===== src/rtl/pipe_hazard_ctrl.sv =====
// Pipeline sequencer for the 5-stage CPU: drives the PC, IF/ID and ID/EX enables and flushes
// from data/instruction wait, multi-cycle MDU ops, branch redirects and load-use hazards.
module pipe_hazard_ctrl #(
  parameter int unsigned REG_ADDR_BITS = 5,
  parameter int unsigned MDU_LAT       = 4
) (
  input  logic                     clk,
  input  logic                     rst,
  input  logic                     im_stall,
  input  logic                     dm_stall,
  input  logic [REG_ADDR_BITS-1:0] id_rs1_addr,
  input  logic [REG_ADDR_BITS-1:0] id_rs2_addr,
  input  logic                     id_rs1_used,
  input  logic                     id_rs2_used,
  input  logic [REG_ADDR_BITS-1:0] ex_rd_addr,
  input  logic                     ex_mem_read,
  input  logic                     ex_branch_taken,
  input  logic                     ex_mdu_start,
  output logic                     PC_Write,
  output logic                     IF_reg_Write,
  output logic                     IF_flush,
  output logic                     ID_flush,
  output logic                     stall_all
);

  localparam int unsigned CW = $clog2(MDU_LAT);

  localparam logic [1:0] RUN        = 2'd0;
  localparam logic [1:0] MDU_BUSY   = 2'd1;
  localparam logic [1:0] FLUSH_WAIT = 2'd2;

  localparam logic [CW-1:0] MDU_RELOAD = CW'(MDU_LAT - 1);
  localparam logic [CW-1:0] CNT_LAST   = CW'(1);

  logic [1:0]    state;
  logic [CW-1:0] mdu_cnt;
  logic          freeze;
  logic          load_use;

  assign freeze   = dm_stall | (state == MDU_BUSY);
  assign load_use = ex_mem_read && (ex_rd_addr != '0) &&
                    ((id_rs1_used && (id_rs1_addr == ex_rd_addr)) ||
                     (id_rs2_used && (id_rs2_addr == ex_rd_addr)));

  always_comb begin
    PC_Write     = 1'b0;
    IF_reg_Write = 1'b0;
    IF_flush     = 1'b0;
    ID_flush     = 1'b0;
    stall_all    = 1'b0;
    if (!rst) begin
      // all outputs held low during reset
    end else if (freeze) begin
      stall_all = 1'b1;
    end else if (state == FLUSH_WAIT) begin
      // Wrong-path word is squashed into a NOP when it finally returns; PC already holds the target.
      ID_flush     = 1'b1;
      IF_flush     = !im_stall;
      IF_reg_Write = !im_stall;
    end else if (ex_branch_taken) begin
      PC_Write     = 1'b1;
      IF_reg_Write = 1'b1;
      IF_flush     = 1'b1;
      ID_flush     = 1'b1;
    end else if (im_stall || load_use) begin
      ID_flush = 1'b1;
    end else begin
      PC_Write     = 1'b1;
      IF_reg_Write = 1'b1;
    end
  end

  always_ff @(posedge clk) begin
    if (!rst) begin
      state   <= RUN;
      mdu_cnt <= '0;
    end else begin
      case (state)
        RUN: begin
          if (!dm_stall) begin
            if (ex_mdu_start) begin
              state   <= MDU_BUSY;
              mdu_cnt <= MDU_RELOAD;
            end else if (ex_branch_taken && im_stall) begin
              state <= FLUSH_WAIT;
            end
          end
        end
        MDU_BUSY: begin
          mdu_cnt <= mdu_cnt - CNT_LAST;
          if (mdu_cnt == CNT_LAST) state <= RUN;
        end
        FLUSH_WAIT: begin
          if (!dm_stall && !im_stall) state <= RUN;
        end
        default: begin
          state   <= RUN;
          mdu_cnt <= '0;
        end
      endcase
    end
  end

endmodule


===== config.mk =====
export PLATFORM = sky130hd
export DESIGN_NAME = pipe_hazard_ctrl
export DESIGN_NICKNAME = d
export VERILOG_FILES = /design/src/rtl/pipe_hazard_ctrl.sv
export SDC_FILE = /design/constraint.sdc
export NUM_CORES = 1
export LEC_CHECK = 0
export ABC_AREA = 1
export BUFFER_PORTS_ARGS = -buffer_cell sky130_fd_sc_hd__buf_2
export CORE_AREA = 3 3 40 42
export CTS_BUF_LIST = sky130_fd_sc_hd__clkbuf_16
export DETAILED_ROUTE_END_ITERATION = 8
export DIE_AREA = 0 0 43 45
export HOLD_SLACK_MARGIN = 0.08
export PLACE_DENSITY = 0.71
export SYNTH_ARGS = -nofsm -noshare
export SYNTH_HDL_FRONTEND = slang
export SYNTH_SLANG_ARGS = --single-unit

===== constraint.sdc =====
create_clock -name clk -period 3 [get_ports clk]
set_input_delay 0.6 -clock clk [delete_from_list [all_inputs] [get_ports clk]]
set_output_delay 0.6 -clock clk [all_outputs]
set_load 0.01 [all_outputs]

==> results.toml <==
[status]
status = "completed"

[synthesis]
synth_edf_count = 0
synth_most_common_cell = "nand2_1"
synth_top_cell_by_area = "nand2_1"
synth_area_um2 = 513.0
yosys_warnings = 0
ys_top_cells_by_area = "nand2_1 (31%), dfxtp_1 (16%), inv_1 (12%), nor2_1 (12%), a21oi_1 (7.8%)"
ys.flop_type = "dfxtp_1"
syn_nets = 132
synthArstFlopShare = 0
ys_seq_area_frac = 0.1561
synth_top_area_share = 0.3073
syn_inst = 107
avgSynthCellArea_um2 = 4.794
synth_cell_type_count = 14
ys_ff_latch = 4
synthTopCellsByCount = "nand2_1 (42), inv_1 (17), nor2_1 (16)"

[sta]
setup_violations = 0
tns_ns = 0
fin_skew_ns = 0.0006062
finalCritPeriodShare = 0.6903
report.final.slew_viol_count = 0
slew-limit-headroom = 0.8572
grt_setup_unrepaired = "false"
fin_crit_ns = 2.071
tightest_slew_ns = 0.2134
hold_viol = 0
max_freq_mhz = 482.9

[finish]
final_net_count = 165
multi_input_area_um2 = 346.6
drive_gt1_frac = 0.2971
area_delta_synth_final_pct = 45.61
num_antenna_cells = 0
nFillCells = 123
seq_area_um2 = 80.08

[routing]
antenna_left = 0
dr.pass1.iters = 4
routedWlPerCell_um = 8.490
totalWireLength_um = 1299
vias = 682
remaining_drc_errors = 0
vias_per_cell = 4.458
drtIter0Drc = 6

[clock_tree]
cts_setup_buffers = 0
cts_max_level = 1
insertion_delay_ns = 0.22
cts_buffer_depth = 2
cts.sinks = 4
cts_resized = 0
cts_hold_buf = 0
cts_buffers = 3
cts_tree = "done"
clk_pin_slew_ns = 0.03
clockRootBuffer = "clkbuf_16"

[die]
die-area_mm2 = 0.001935
die_h_um = 45
initial_core_util = 0.3992
core_area_mm2 = 0.001285
ios = 29
die_w_um = 43
rows = 13

[hold_path]
hp-class = "flip-flop to flip-flop"

[pwr]
vdd_drop_max_mv = 0.3919
fin_total_pwr_mw = 0.4701
power_density_mw_per_mm2 = 629.3
power_leakage_nw = 0.4789

[setup_path]
crit_path_max_fanout = 4
path_class = "input pin to primary output"
cp.required_ns = 2.40
worstSetupEndpointType = "primary output"
crit_path_start_kind = "input pin"
crit_arrival_ns = 1.47

[flow_run]
cap_violations = 0

[grt]
grt.total_usage = 0.1506
grt_pass1_vias = 564
grt_pass1_wl_um = 2166
antenna_found_initial = 0
grt_overflow = 0
grt_max_degree = 6

[placement]
gp_congestion = 0.8104
dp_hpwl_um = 1085
portBuffers = 28
where the power goes:
| group | total, mW | switching, mW | internal [mW] |
|---|---|---|---|
| Combinational | 0.178 | 0.108 | 0.0700 |
| Clock | 0.204 | 0.0341 | 0.170 |
| Sequential | 0.0875 | 0.0149 | 0.0727 |
| Total | 0.470 | 0.157 | 0.313 |
flip-flops by register name, summed over array words and instances (netlist names):
signal   flops
state        2
mdu_cnt      2
layout by cell type (no fill, tap or decap), drive strengths merged:
| cell | synthesis | layout |
|---|---|---|
| ha | 1 | 1 |
| a21oi | 8 | 8 |
| o21ai | 4 | 4 |
| buf | 0 | 28 |
| dfxtp | 4 | 4 |
| nand3 | 2 | 2 |
| nand4 | 1 | 1 |
| inv | 23 | 23 |
| nor2 | 20 | 20 |
| nand2 | 42 | 42 |
| a211oi | 1 | 1 |
| o211ai | 1 | 1 |
| clkbuf | 0 | 3 |
layout make-up:
cell class                 instances  area share
multi-input combinational         80      0.4640
timing repair buffer              28      0.1876
inverter                          23      0.1156
sequential                         4      0.1072
clock buffer                       3      0.1005
tap                               15     0.02513
layer usage:
layer,vias to the layer above,GRT usage,wire (µm)
li1,387,-,-
met1,272,0.1827,594
met2,19,0.2335,583
met3,4,0.03586,86
met4,0,0.1084,34
met5,-,0,0
cell families after synthesis:
family	share of synthesized area
fa+ha+maj	0.02439
flops	0.1561
simple gates	0.5049
buf+inv	0.1683
compound gates	0.1463
through the flow:
stage / cells / area [µm²] / util / hold slack [ns] / setup WS (ns)
after floorplan: 107 / 513.0 / - / 0.4434 / 1.146
after global placement: 150 / 671.9 / 0.5229 / 0.4550 / 0.9325
after detailed placement: 150 / 671.9 / 0.5229 / 0.4591 / 0.9167
after CTS: 153 / 747.0 / 0.5813 / 0.4631 / 0.9152
after global routing: 153 / 747.0 / 0.5813 / 0.4998 / 0.7710
final: 153 / 747.0 / 0.5813 / 0.4619 / 0.9292
final timing paths:
check                      from           end  slack (ns)  cells after the start
hold / removal       mdu_cnt[1]    mdu_cnt[1]        0.46                      2
hold reg to reg      mdu_cnt[1]    mdu_cnt[1]        0.46                      2
setup / recovery  ex_rd_addr[2]  IF_reg_Write        0.93                      9
setup reg to reg       state[0]      state[0]        1.85                      8
worst max-delay path, stage by stage:
cell and delay (ns):
buf_2 0.10, inv_1 0.10, nand4_1 0.10, o21ai_1 0.12, inv_1 0.05, nand2_1 0.05, nand2_1 0.08, a21oi_1 0.13
buf_2 0.14
(Power assumes the default switching activity.)
